<file path="config.mk">
export PLATFORM = sky130hd
export DESIGN_NAME = chess_clock_turn_ctrl
export DESIGN_NICKNAME = d
export VERILOG_FILES = /design/src/rtl/chess_clock_turn_ctrl.sv
export SDC_FILE = /design/constraint.sdc
export NUM_CORES = 1
export LEC_CHECK = 0
export CORE_ASPECT_RATIO = 1.5
export CORE_UTILIZATION = 35
export CTS_CLUSTER_DIAMETER = 50
export DETAILED_ROUTE_END_ITERATION = 8
export DONT_BUFFER_PORTS = 1
export HOLD_SLACK_MARGIN = 0.12
export SKIP_CTS_REPAIR_TIMING = 1
export SLEW_MARGIN = 20
export SYNTH_ARGS = -nofsm -noshare
export SYNTH_HDL_FRONTEND = slang
export SYNTH_SLANG_ARGS = --single-unit
</file>
<file path="constraint.sdc">
create_clock -name i_clk_50m -period 2.7 [get_ports i_clk_50m]
set_input_delay 0.405 -clock i_clk_50m [delete_from_list [all_inputs] [get_ports i_clk_50m]]
set_output_delay 0.405 -clock i_clk_50m [all_outputs]
set_load 0.02 [all_outputs]
</file>
<file path="src/rtl/chess_clock_turn_ctrl.sv">
// Chess clock turn controller: debounced move/pause buttons, game FSM, move counter, loser latch.
// Optional pause support is built when CHESS_CLOCK_PAUSE_EN is defined.

module chess_clock_debounce #(
  parameter int p_debounce = 1_000_000
) (
  input  logic i_clk,
  input  logic i_rst,
  input  logic i_raw,
  output logic o_press
);
  localparam int CW = (p_debounce < 2) ? 1 : $clog2(p_debounce);
  localparam logic [CW-1:0] CMAX = CW'(p_debounce - 1);

  logic          r_s1, r_s2, r_deb, r_deb_q;
  logic [CW-1:0] r_cnt;

  always_ff @(posedge i_clk) begin
    if (i_rst) begin
      r_s1    <= 1'b0;
      r_s2    <= 1'b0;
      r_deb   <= 1'b0;
      r_deb_q <= 1'b0;
      r_cnt   <= '0;
    end else begin
      r_s1    <= i_raw;
      r_s2    <= r_s1;
      r_deb_q <= r_deb;
      // Flip on the p_debounce-th consecutive differing sample.
      if (r_s2 != r_deb) begin
        if (r_cnt == CMAX) begin
          r_deb <= ~r_deb;
          r_cnt <= '0;
        end else begin
          r_cnt <= r_cnt + 1'b1;
        end
      end else begin
        r_cnt <= '0;
      end
    end
  end

  assign o_press = r_deb & ~r_deb_q;
endmodule

module chess_clock_turn_ctrl #(
  parameter int p_debounce = 1_000_000
) (
  input  logic       i_clk_50m,
  input  logic       i_rst,
  input  logic       i_btn_a,
  input  logic       i_btn_b,
  input  logic       i_btn_pause,
  input  logic       i_flag_a,
  input  logic       i_flag_b,
  output logic       o_sw_turn,
  output logic       o_run,
  output logic [3:0] o_led,
  output logic [7:0] o_moves,
  output logic       o_loser
);
`ifdef CHESS_CLOCK_PAUSE_EN
  localparam int NBTN = 3;
`else
  localparam int NBTN = 2;
`endif

  typedef enum logic [2:0] {
    S_IDLE,
    S_RUN_A,
    S_RUN_B,
    S_DONE
`ifdef CHESS_CLOCK_PAUSE_EN
    , S_PAUSE_A,
    S_PAUSE_B
`endif
  } state_t;

  logic [NBTN-1:0] w_raw, w_press;
  logic            w_press_a, w_press_b;

  assign w_raw[0] = i_btn_a;
  assign w_raw[1] = i_btn_b;
`ifdef CHESS_CLOCK_PAUSE_EN
  logic w_press_p;
  assign w_raw[2]  = i_btn_pause;
  assign w_press_p = w_press[2];
`else
  logic w_unused_pause;
  assign w_unused_pause = i_btn_pause;
`endif
  assign w_press_a = w_press[0];
  assign w_press_b = w_press[1];

  for (genvar g = 0; g < NBTN; g++) begin : g_db
    chess_clock_debounce #(.p_debounce(p_debounce)) u_db (
      .i_clk   (i_clk_50m),
      .i_rst   (i_rst),
      .i_raw   (w_raw[g]),
      .o_press (w_press[g])
    );
  end

  state_t     r_state, w_next;
  logic [7:0] r_moves;
  logic       r_loser;
  logic       w_move_inc, w_lose_set, w_lose_val;
  logic       w_run, w_turn;
  logic [3:0] w_led;

  always_ff @(posedge i_clk_50m) begin
    if (i_rst) r_state <= S_IDLE;
    else       r_state <= w_next;
  end

  // Priority inside each running state: flag, then pause, then move press.
  always_comb begin
    w_next     = r_state;
    w_move_inc = 1'b0;
    w_lose_set = 1'b0;
    w_lose_val = 1'b0;
    w_run      = 1'b0;
    w_turn     = 1'b0;
    w_led      = 4'b0000;
    case (r_state)
      S_IDLE: begin
        if (w_press_b) w_next = S_RUN_A;
      end
      S_RUN_A: begin
        w_run  = 1'b1;
        w_led  = 4'b0001;
        if (i_flag_a) begin
          w_next     = S_DONE;
          w_lose_set = 1'b1;
          w_lose_val = 1'b0;
        end
`ifdef CHESS_CLOCK_PAUSE_EN
        else if (w_press_p) w_next = S_PAUSE_A;
`endif
        else if (w_press_a) w_next = S_RUN_B;
      end
      S_RUN_B: begin
        w_run  = 1'b1;
        w_turn = 1'b1;
        w_led  = 4'b0010;
        if (i_flag_b) begin
          w_next     = S_DONE;
          w_lose_set = 1'b1;
          w_lose_val = 1'b1;
        end
`ifdef CHESS_CLOCK_PAUSE_EN
        else if (w_press_p) w_next = S_PAUSE_B;
`endif
        else if (w_press_b) begin
          w_next     = S_RUN_A;
          w_move_inc = 1'b1;
        end
      end
`ifdef CHESS_CLOCK_PAUSE_EN
      S_PAUSE_A: begin
        w_led = 4'b0101;
        if (w_press_p) w_next = S_RUN_A;
      end
      S_PAUSE_B: begin
        w_turn = 1'b1;
        w_led  = 4'b0110;
        if (w_press_p) w_next = S_RUN_B;
      end
`endif
      S_DONE: begin
        w_turn = r_loser;
        w_led  = r_loser ? 4'b1010 : 4'b1001;
      end
      default: w_next = S_IDLE;
    endcase
  end

  always_ff @(posedge i_clk_50m) begin
    if (i_rst) begin
      r_moves <= 8'd0;
      r_loser <= 1'b0;
    end else begin
      if (w_move_inc && r_moves != 8'hFF) r_moves <= r_moves + 8'd1;
      if (w_lose_set)                      r_loser <= w_lose_val;
    end
  end

  always_ff @(posedge i_clk_50m) begin
    if (i_rst) begin
      o_sw_turn <= 1'b0;
      o_run     <= 1'b0;
      o_led     <= 4'b0000;
      o_moves   <= 8'd0;
      o_loser   <= 1'b0;
    end else begin
      o_sw_turn <= w_turn;
      o_run     <= w_run;
      o_led     <= w_led;
      o_moves   <= r_moves;
      o_loser   <= r_loser;
    end
  end
endmodule
</file>
==> qor.yml <==
drtAntennaViolNets: 0
insertion_delay_ns: 0.33
peakVddDrop_uv: 372
drc: 0
p_leak_uw: 0.00105
start_kind: "flop"
drt_first_pass_iters: 4
antenna_found_initial: 0
r2r_slack_ns: 0.53
ys.flop_type: "dfxtp_1"
switching_share_pct: 19.8
power_uw: 2290
worst_setup_path_end_kind: "flop"
clock_skew_ns: 0.00699
crit_chain: "or3b_1, or4b_4, nor4_1, mux2_1"
tns_ns: 0
pin_count: 22
required_ns: 2.92
initial_utilization_pct: 36.2
yosysUniqueCellTypes: 41
pre_cts_ws_ns: 0.477
worstSetupPathType: "flop to flop"
p_seq_share_pct: 48.1
worstPathMaxFanout: 12
synth_edf_count: 0
syn_inst: 339
cp_slowest_cell: "or4b_4"
numCtsBuffers: 9
vias: 2293
synthTopCellsByArea: "dfxtp_1, xnor2_1, nor2_1"
fin_ws_ns: 0.534
place.gp.congestion: 0.780
ys_ff_latch: 74
drive_above_1_share_pct: 6.12
drv_slew: 0
fmax_ghz: 0.462
min_path_type: "primary input to flop"
syn_avg_cell_area_um2: 9.04
die-area_mm2: 0.00914
wl_um: 5350
cpLargestDelayFamily: "simple AND/OR/NAND/NOR gates"
setup_violations: 0
yosys.area.top_type: "dfxtp_1"
netlist_top_cells_count: "dfxtp_1, nor2_1, a21oi_1, nand2_1, xnor2_1"
clkTransAtPathRegs_ns: 0.06
relSlewSlack_pct: 59.0
finalHoldViolations: 0
hpwl_um: 3670
via_per_inst: 5.10
p_switching_uw: 452
outcome: "finished clean"
cts_buffer_depth: 2
coreArea_mm2: 0.00846
clkSinkCount: 74
grt_pass1_vias: 2068
syn_area_mm2: 0.00307
synth_most_common_cell: "dfxtp_1"
grt_max_degree: 32
grt.overflow.total: 0
maxCapViolCount: 0
fin_nets: 349
worstMarginPinSlew_ns: 0.610
fin_crit_sh_pct: 80.2
avgRoutedWirePerCell_um: 11.9
clockRootBuffer: "clkbuf_16"
antenna_cells: 0
htree_levels: 3
cts_tree: "built"
layout_min_cycle_time_ns: 2.17
fp.dieH_um: 117
grtUsageTotal_pct: 13.0
fin_util_pct: 40.6
critPathMaxStageDelay_ns: 0.57
yosysSeqAreaShare_pct: 48.3
synth_warnings: 0
combPwrFrac_pct: 0.7
synthToLayoutAreaGrowth_pct: 12.1
synth_top_area_share_pct: 48.3
power_density_mw_per_mm2: 665
cp_num_buf_inv: 0
rsz0062_at_grt: "false"
grt_pass1_wl_um: 9110
die_w_um: 78.4
p_int_uw: 1830
async_reset_ff_share_pct: 0
pwr-share-clk_pct: 51.2
arrival_ns: 2.39
port_buffers: 0
row_count: 41
drt_iter0_drc: 78
## layout make-up
class / count / area [µm²]
multi-input combinational: 241 / 1470
sequential: 74 / 1480
inverter: 11 / 41.3
tap: 107 / 134
fill: 832 / 5030
clock buffer: 10 / 239
clock inverter: 5 / 55.1
timing repair buffer: 2 / 15.0
## registers in the layout, summed over array words and instances, names as in the netlist
register / cells
g_db.u_db.r_cnt: 40
g_db.u_db.r_deb: 2
r_loser: 1
o_led: 3
o_sw_turn: 1
r_moves: 8
o_loser: 1
g_db.u_db.r_s1: 2
o_moves: 8
g_db.u_db.r_deb_q: 2
o_run: 1
r_state: 3
g_db.u_db.r_s2: 2
## routing by layer
layer / vias up / share of wire [%] / track usage [%]
li1: 1196 / - / -
met1: 1054 / 44 / 13.6
met2: 34 / 49 / 21.9
met3: 9 / 4.2 / 4.53
met4: 0 / 2.6 / 9.01
met5: - / 0 / 0
## through the flow
step	cell area (µm²)	hold WS [ns]	std cells
after floorplan	3070	0.414	340
after global placement	3140	0.433	435
after detailed placement	3140	0.436	435
after CTS	3440	0.117	450
after global routing	3440	0.124	450
final	3440	0.133	450
## power by group through the flow
stage | registers (µW) | logic (µW) | clock network [µW]
floorplan | 1120 | 20.2 | 0
global placement | 1120 | 15.7 | 0
detailed placement | 1120 | 16.3 | 0
CTS | 1100 | 16.4 | 1210
global route | 1100 | 18.8 | 1260
finish | 1100 | 16.1 | 1170
## cells by family after synthesis
| logic type | after synthesis | synth area share (%) |
|---|---|---|
| multiplexers | 4 | 1.47 |
| AO/OA/AOI/OAI | 48 | 9.14 |
| other | 1 | 0.122 |
| AND/OR/NAND/NOR | 158 | 28.5 |
| XOR/XNOR | 26 | 7.43 |
| buffers and inverters | 25 | 3.80 |
| adder cells (fa/ha/maj) | 3 | 1.22 |
| flip-flops | 74 | 48.3 |
## worst paths after layout
kind / cells after the start / from / endpoint
setup / recovery: 4 / g_db[1].u_db.r_deb / r_moves[4]
hold / removal: 1 / i_rst / o_loser
hold reg to reg: 1 / g_db[1].u_db.r_s1 / g_db[1].u_db.r_s2
setup reg to reg: 4 / g_db[1].u_db.r_deb / r_moves[4]
## placed cells by master, fill, tap and decap left out, types with 2 or more instances in the layout
master	instances
dfxtp_1	74
nor2_1	40
nand2_1	23
a21oi_1	23
xnor2_1	18
nor2b_1	15
nand3_1	15
or3_1	13
or4_1	12
inv_1	11
o31ai_1	9
nor4_1	9
clkbuf_16	9
xor2_1	8
o21ai_0	6
nor3_1	5
o21ai_1	5
nand4_1	5
mux2_1	4
and3_1	4
nor4b_1	3
ha_1	3
or3b_1	2
a221oi_1	2
nor3b_1	2
conb_1	2
clkinvlp_4	2
clkinv_2	2
buf_4	2
Power figures use the tool's default switching activity.
